==> config.mk <==
export PLATFORM = sky130hd
export DESIGN_NAME = coin_acceptor
export DESIGN_NICKNAME = d
export VERILOG_FILES = /design/src/rtl/coin_acc_pkg.sv /design/src/rtl/coin_sync2.sv /design/src/rtl/coin_acceptor.sv
export SDC_FILE = /design/constraint.sdc
export NUM_CORES = 1
export LEC_CHECK = 0
export BUFFER_PORTS_ARGS = -buffer_cell sky130_fd_sc_hd__buf_2
export CAP_MARGIN = 30
export CORE_AREA = 2 2 57 59
export CTS_BUF_LIST = sky130_fd_sc_hd__clkbuf_2 sky130_fd_sc_hd__clkbuf_4 sky130_fd_sc_hd__clkbuf_8
export DETAILED_ROUTE_END_ITERATION = 8
export DIE_AREA = 0 0 59 61
export PLACE_DENSITY = 0.62
export SLEW_MARGIN = 15
export SYNTH_ARGS = -nofsm -noshare
export SYNTH_HDL_FRONTEND = slang
export SYNTH_SLANG_ARGS = --single-unit
==> constraint.sdc <==
create_clock -name clk -period 2.2 [get_ports clk]
set_input_delay 0 -clock clk [delete_from_list [all_inputs] [get_ports clk]]
set_output_delay 0 -clock clk [all_outputs]
set_load 0.03 [all_outputs]
==> src/rtl/coin_acc_pkg.sv <==
// Shared types and constants for the coin acceptor front end.
package coin_acc_pkg;

    localparam int CNT_W = 8;

    localparam logic [1:0] COIN_NONE = 2'b00;
    localparam logic [1:0] COIN_5    = 2'b01;
    localparam logic [1:0] COIN_10   = 2'b10;

    typedef enum logic [1:0] {
        IDLE         = 2'b00,
        DEBOUNCE     = 2'b01,
        WAIT_RELEASE = 2'b10,
        HOLDOFF      = 2'b11
    } state_t;

    function automatic logic [CNT_W-1:0] sat_inc(input logic [CNT_W-1:0] v);
        return (v == '1) ? v : v + 1'b1;
    endfunction

endpackage

==> src/rtl/coin_sync2.sv <==
// Two-flop synchronizer with asynchronous active-low clear.
module coin_sync2 (
    input  logic clk,
    input  logic rst_n,
    input  logic d,
    output logic q
);

    logic meta;

    always_ff @(posedge clk or negedge rst_n) begin
        if (!rst_n) begin
            meta <= 1'b0;
            q    <= 1'b0;
        end else begin
            meta <= d;
            q    <= meta;
        end
    end

endmodule

==> src/rtl/coin_acceptor.sv <==
// Debounces the two coin-slot sensors into single-cycle coin codes.
// Optional stuck-sensor detection is enabled by COIN_ACCEPTOR_STUCK_DETECT_EN.
//
// state        | meaning
// IDLE         | waiting for any sensor activity
// DEBOUNCE     | candidate sample pair must stay stable
// WAIT_RELEASE | coin emitted, waiting for a stable all-clear
// HOLDOFF      | forced gap before the next coin may start
module coin_acceptor
    import coin_acc_pkg::*;
#(
    parameter int DEBOUNCE_CYCLES = 4,
    parameter int HOLDOFF_CYCLES  = 2,
    parameter int STUCK_CYCLES    = 64
) (
    input  logic       clk,
    input  logic       rst_n,
    input  logic       sense5,
    input  logic       sense10,
    output logic [1:0] coin,
    output logic       reject,
    output logic       busy,
    output logic       fault
);

    if (DEBOUNCE_CYCLES < 2 || DEBOUNCE_CYCLES > 255 ||
        HOLDOFF_CYCLES < 1 || HOLDOFF_CYCLES > 255 ||
        STUCK_CYCLES < 1 || STUCK_CYCLES > 255) begin : g_param_err
        $error("coin_acceptor: parameter out of range");
    end

    localparam logic [CNT_W-1:0] DEB_MAX  = CNT_W'(DEBOUNCE_CYCLES);
    localparam logic [CNT_W-1:0] HOLD_MAX = CNT_W'(HOLDOFF_CYCLES);

    logic             s5, s10;
    logic [1:0]       samp;
    state_t           state, state_nxt;
    logic [CNT_W-1:0] cnt, cnt_nxt;
    logic [1:0]       cand, cand_nxt;
    logic [1:0]       coin_nxt;
    logic             reject_nxt;
    logic             stuck;

    coin_sync2 u_sync5  (.clk(clk), .rst_n(rst_n), .d(sense5),  .q(s5));
    coin_sync2 u_sync10 (.clk(clk), .rst_n(rst_n), .d(sense10), .q(s10));

    assign samp = {s10, s5};

    always_ff @(posedge clk or negedge rst_n) begin
        if (!rst_n) begin
            state  <= IDLE;
            cnt    <= '0;
            cand   <= COIN_NONE;
            coin   <= COIN_NONE;
            reject <= 1'b0;
            busy   <= 1'b0;
        end else begin
            state  <= state_nxt;
            cnt    <= cnt_nxt;
            cand   <= cand_nxt;
            coin   <= coin_nxt;
            reject <= reject_nxt;
            busy   <= (state_nxt != IDLE);
        end
    end

    always_comb begin
        state_nxt  = state;
        cnt_nxt    = cnt;
        cand_nxt   = cand;
        coin_nxt   = COIN_NONE;
        reject_nxt = 1'b0;
        case (state)
            IDLE: begin
                if (samp != 2'b00) begin
                    cand_nxt  = samp;
                    cnt_nxt   = CNT_W'(1);
                    state_nxt = DEBOUNCE;
                end
            end
            DEBOUNCE: begin
                if (samp != cand) begin
                    cnt_nxt   = '0;
                    state_nxt = IDLE;
                end else if (cnt == DEB_MAX) begin
                    cnt_nxt   = '0;
                    state_nxt = WAIT_RELEASE;
                    if (cand == COIN_5 || cand == COIN_10)
                        coin_nxt = cand;
                    else
                        reject_nxt = 1'b1;
                end else begin
                    cnt_nxt = sat_inc(cnt);
                end
            end
            WAIT_RELEASE: begin
                // A latched fault parks the FSM here so nothing more is emitted.
                if (samp != 2'b00) begin
                    cnt_nxt = '0;
                end else if (sat_inc(cnt) == DEB_MAX && !stuck) begin
                    cnt_nxt   = CNT_W'(1);
                    state_nxt = HOLDOFF;
                end else begin
                    cnt_nxt = sat_inc(cnt);
                end
            end
            HOLDOFF: begin
                if (cnt >= HOLD_MAX) begin
                    cnt_nxt   = '0;
                    state_nxt = IDLE;
                end else begin
                    cnt_nxt = sat_inc(cnt);
                end
            end
            default: begin
                cnt_nxt   = '0;
                state_nxt = IDLE;
            end
        endcase
    end

`ifdef COIN_ACCEPTOR_STUCK_DETECT_EN
    localparam logic [CNT_W-1:0] STUCK_MAX = CNT_W'(STUCK_CYCLES);

    logic [CNT_W-1:0] stuck_tmr;

    always_ff @(posedge clk or negedge rst_n) begin
        if (!rst_n) begin
            stuck_tmr <= '0;
            fault     <= 1'b0;
        end else begin
            if (state == WAIT_RELEASE)
                stuck_tmr <= sat_inc(stuck_tmr);
            else
                stuck_tmr <= '0;
            if (state == WAIT_RELEASE && stuck_tmr == STUCK_MAX)
                fault <= 1'b1;
        end
    end

    assign stuck = fault;
`else
    assign fault = 1'b0;
    assign stuck = 1'b0;
`endif

endmodule
==> flow_metrics.py <==
metrics = {
    "setup_path": {
        "crit_start": "cnt[4]",
        "regToRegSetupSlack_ns": 0.13,
        "crit_path_start_kind": "flip-flop",
        "reg2reg_depth": 5,
        "critPathKind": "flip-flop to flip-flop",
        "crit_fanout": 7,
        "worstPathArrival_ns": 2.27,
        "reg2reg_from": "cnt[4]",
        "cp.required_ns": 2.40,
        "crit_end": "cnt[2]",
        "r2r-end": "cnt[2]",
        "crit_path_end_kind": "flip-flop",
    },
    "die": {
        "ios": 9,
        "die_area_um2": 3600,
        "die_h_um": 61,
        "fp.dieW_um": 59,
        "rows": 20,
        "core_area_um2": 2950,
        "start_util_pct": 39.2,
    },
    "grt": {
        "first_global_vias": 873,
        "overflow": 0,
        "grt_usage_pct": 14.6,
        "antenna_found_initial": 0,
        "grt_max_degree": 21,
        "grt_first_pass_wirelength_um": 3900,
    },
    "finish": {
        "diodes": 0,
        "final_nets": 142,
        "syn2layout_area_growth_pct": 9.52,
        "fin_util_pct": 42.9,
        "drive_gt1_share_pct": 15.3,
    },
    "logic_synthesis": {
        "yosys-top-cells-count": "dfrtp_1, a21oi_1, nor2_1",
        "synth.area.top_cells": "dfrtp_1, ha_1, a21oi_1",
        "ys_types": 44,
        "syn_nets": 132,
        "synth-seq-cells": 20,
        "ys_warn_count": 0,
        "synth_largest_area_cell": "dfrtp_1",
        "synth_ff_type": "dfrtp_1",
        "synth_edf_count": 0,
        "yosysMostFrequentCell": "dfrtp_1",
        "synthArstFlopShare_pct": 100,
        "synth_top_area_share_pct": 43.3,
        "syn_avg_cell_area_um2": 9.40,
        "synthesis.area_um2": 1160,
        "syn-instance-count": 123,
        "synth-seq-area-share_pct": 43.3,
    },
    "place": {
        "port_buffers": 7,
        "place.gp.congestion": 0.875,
        "dp_hpwl_um": 1660,
        "pre_cts_slack_ns": 0.143,
    },
    "clocking": {
        "cts_buffers": 3,
        "cts_buffer_depth": 2,
        "clk_pin_slew_worst_paths_ns": 0.10,
        "postCtsSetupRepairBufs": 0,
        "clock_latency_ns": 0.29,
        "clkSinkCount": 20,
        "cts_tree": "yes",
        "htreeDepth": 1,
        "clock-root-buffer": "clkbuf_4",
    },
    "timing": {
        "period_share_pct": 94.0,
        "maxSlewHeadroom_pct": 66.8,
        "period_needed_ns": 2.07,
        "setup_tns_ns": 0,
        "setup_slack_ns": 0.132,
        "fin_skew_ns": 0.00170,
        "max_freq_ghz": 0.484,
        "slew_violations": 0,
        "setup_violations": 0,
        "rsz0062_at_grt": "no",
        "tightestPinTransition_ns": 0.494,
        "finalHoldViolations": 0,
    },
    "detailed_routing": {
        "wirelength_um": 2250,
        "vias": 914,
        "drc": 0,
        "routed-wl-met2_um": 1050,
        "avgRoutedWirePerCell_um": 13.7,
        "avgViaCountPerCell": 5.57,
        "wl_met3_um": 112,
        "wl_met1_um": 1070,
        "drtPass1Iterations": 4,
        "ant_nets": 0,
        "top_layer": "met4",
        "drt_iter0_markers": 57,
    },
    "pwr": {
        "worst_ir_drop_vdd_mv": 0.359,
        "power_leakage_nw": 0.572,
        "p_per_area_nw_per_um2": 797,
    },
    "flow_run": {
        "cap_violations": 0,
    },
    "worst_hold_path": {
        "hp-class": "input pin to asynchronous set/reset pin",
    },
    "status": {
        "status": "finished clean",
    },
}
## sequential cells by signal, indices dropped and copies added (netlist names)
signal         flops
cnt                8
reject             1
u_sync5.q          1
coin               2
u_sync5.meta       1
u_sync10.meta      1
state              2
busy               1
cand               2
u_sync10.q         1
## critical path: stages, from the launching register on
cell     delay [ns]
dfrtp_1        0.46
or4_4          0.58
nor3_1         0.35
o21ai_1        0.20
a22o_1         0.23
a21o_1         0.14
## stage by stage
| stage | area [µm²] | total power (W) | hold slack [ns] | std cells |
|---|---|---|---|---|
| 6_report | 1270 | 0.00101 | 0.168 | 164 |
| 5_1_grt | 1270 | 0.00109 | 0.193 | 164 |
| 4_1_cts | 1260 | 0.00101 | 0.182 | 164 |
| 3_5_place_dp | 1200 | 0.000837 | -0.0264 | 158 |
| 3_3_place_gp | 1200 | 0.000827 | -0.0278 | 158 |
| 2_1_floorplan | 1160 | 0.000774 | -0.296 | 123 |
## final cells by class
cell class / count / area (µm²)
Fill cell: 291 / 1690
Multi-Input combinational cell: 89 / 588
Sequential cell: 20 / 500
Timing Repair Buffer: 14 / 95.1
Tap cell: 33 / 41.3
Clock buffer: 3 / 22.5
Inverter: 5 / 18.8
## how the worst min path moves through the flow
stage / start / to / slack, ns
final: rst_n / cand[1] / 0.17
after global routing: rst_n / u_sync10.meta / 0.19
after CTS: rst_n / u_sync10.meta / 0.18
after detailed placement: rst_n / u_sync10.meta / -0.03
after global placement: rst_n / u_sync10.meta / -0.03
after floorplan: rst_n / busy / -0.30
## layout by cell type, fill, tap and decap left out, drive strengths merged, types with 5 or more instances in the layout
cell type	synthesis	routed
inv	5	5
nor2	10	10
nand2	6	6
buf	7	11
nand3	5	5
and3	6	6
o21ai	5	5
a21oi	11	11
ha	5	5
dfrtp	20	20
## power by group
part	switching, W	internal, W	leakage (nW)
combinational	0.000199	0.000152	0.300
clock	0.000102	0.0000638	0.0138
sequential	0.0000672	0.000425	0.258
total	0.000369	0.000640	0.572
## routing by layer
layer / vias to the layer above / track usage [%]
li1: 460 / -
met1: 429 / 19.3
met2: 23 / 23.2
met3: 2 / 4.48
met4: 0 / 4.22
met5: - / 0
## repair_timing
item	4_1_cts	5_1_grt
gates resized for setup	0	2
hold endpoints to repair	22	0
hold buffers	3	0
setup endpoints to repair	0	2
## kinds of logic (layout without fill, tap and decap cells)
kind of cell	Yosys count	after routing	synth area share [%]
compound gates	35	35	20.0
xor+xnor	3	3	2.27
fa+ha+maj	5	5	5.41
buf+inv	14	22	6.60
flops	20	20	43.3
other cells	1	1	0.324
simple gates	45	45	22.1
(Power assumes the default switching activity.)
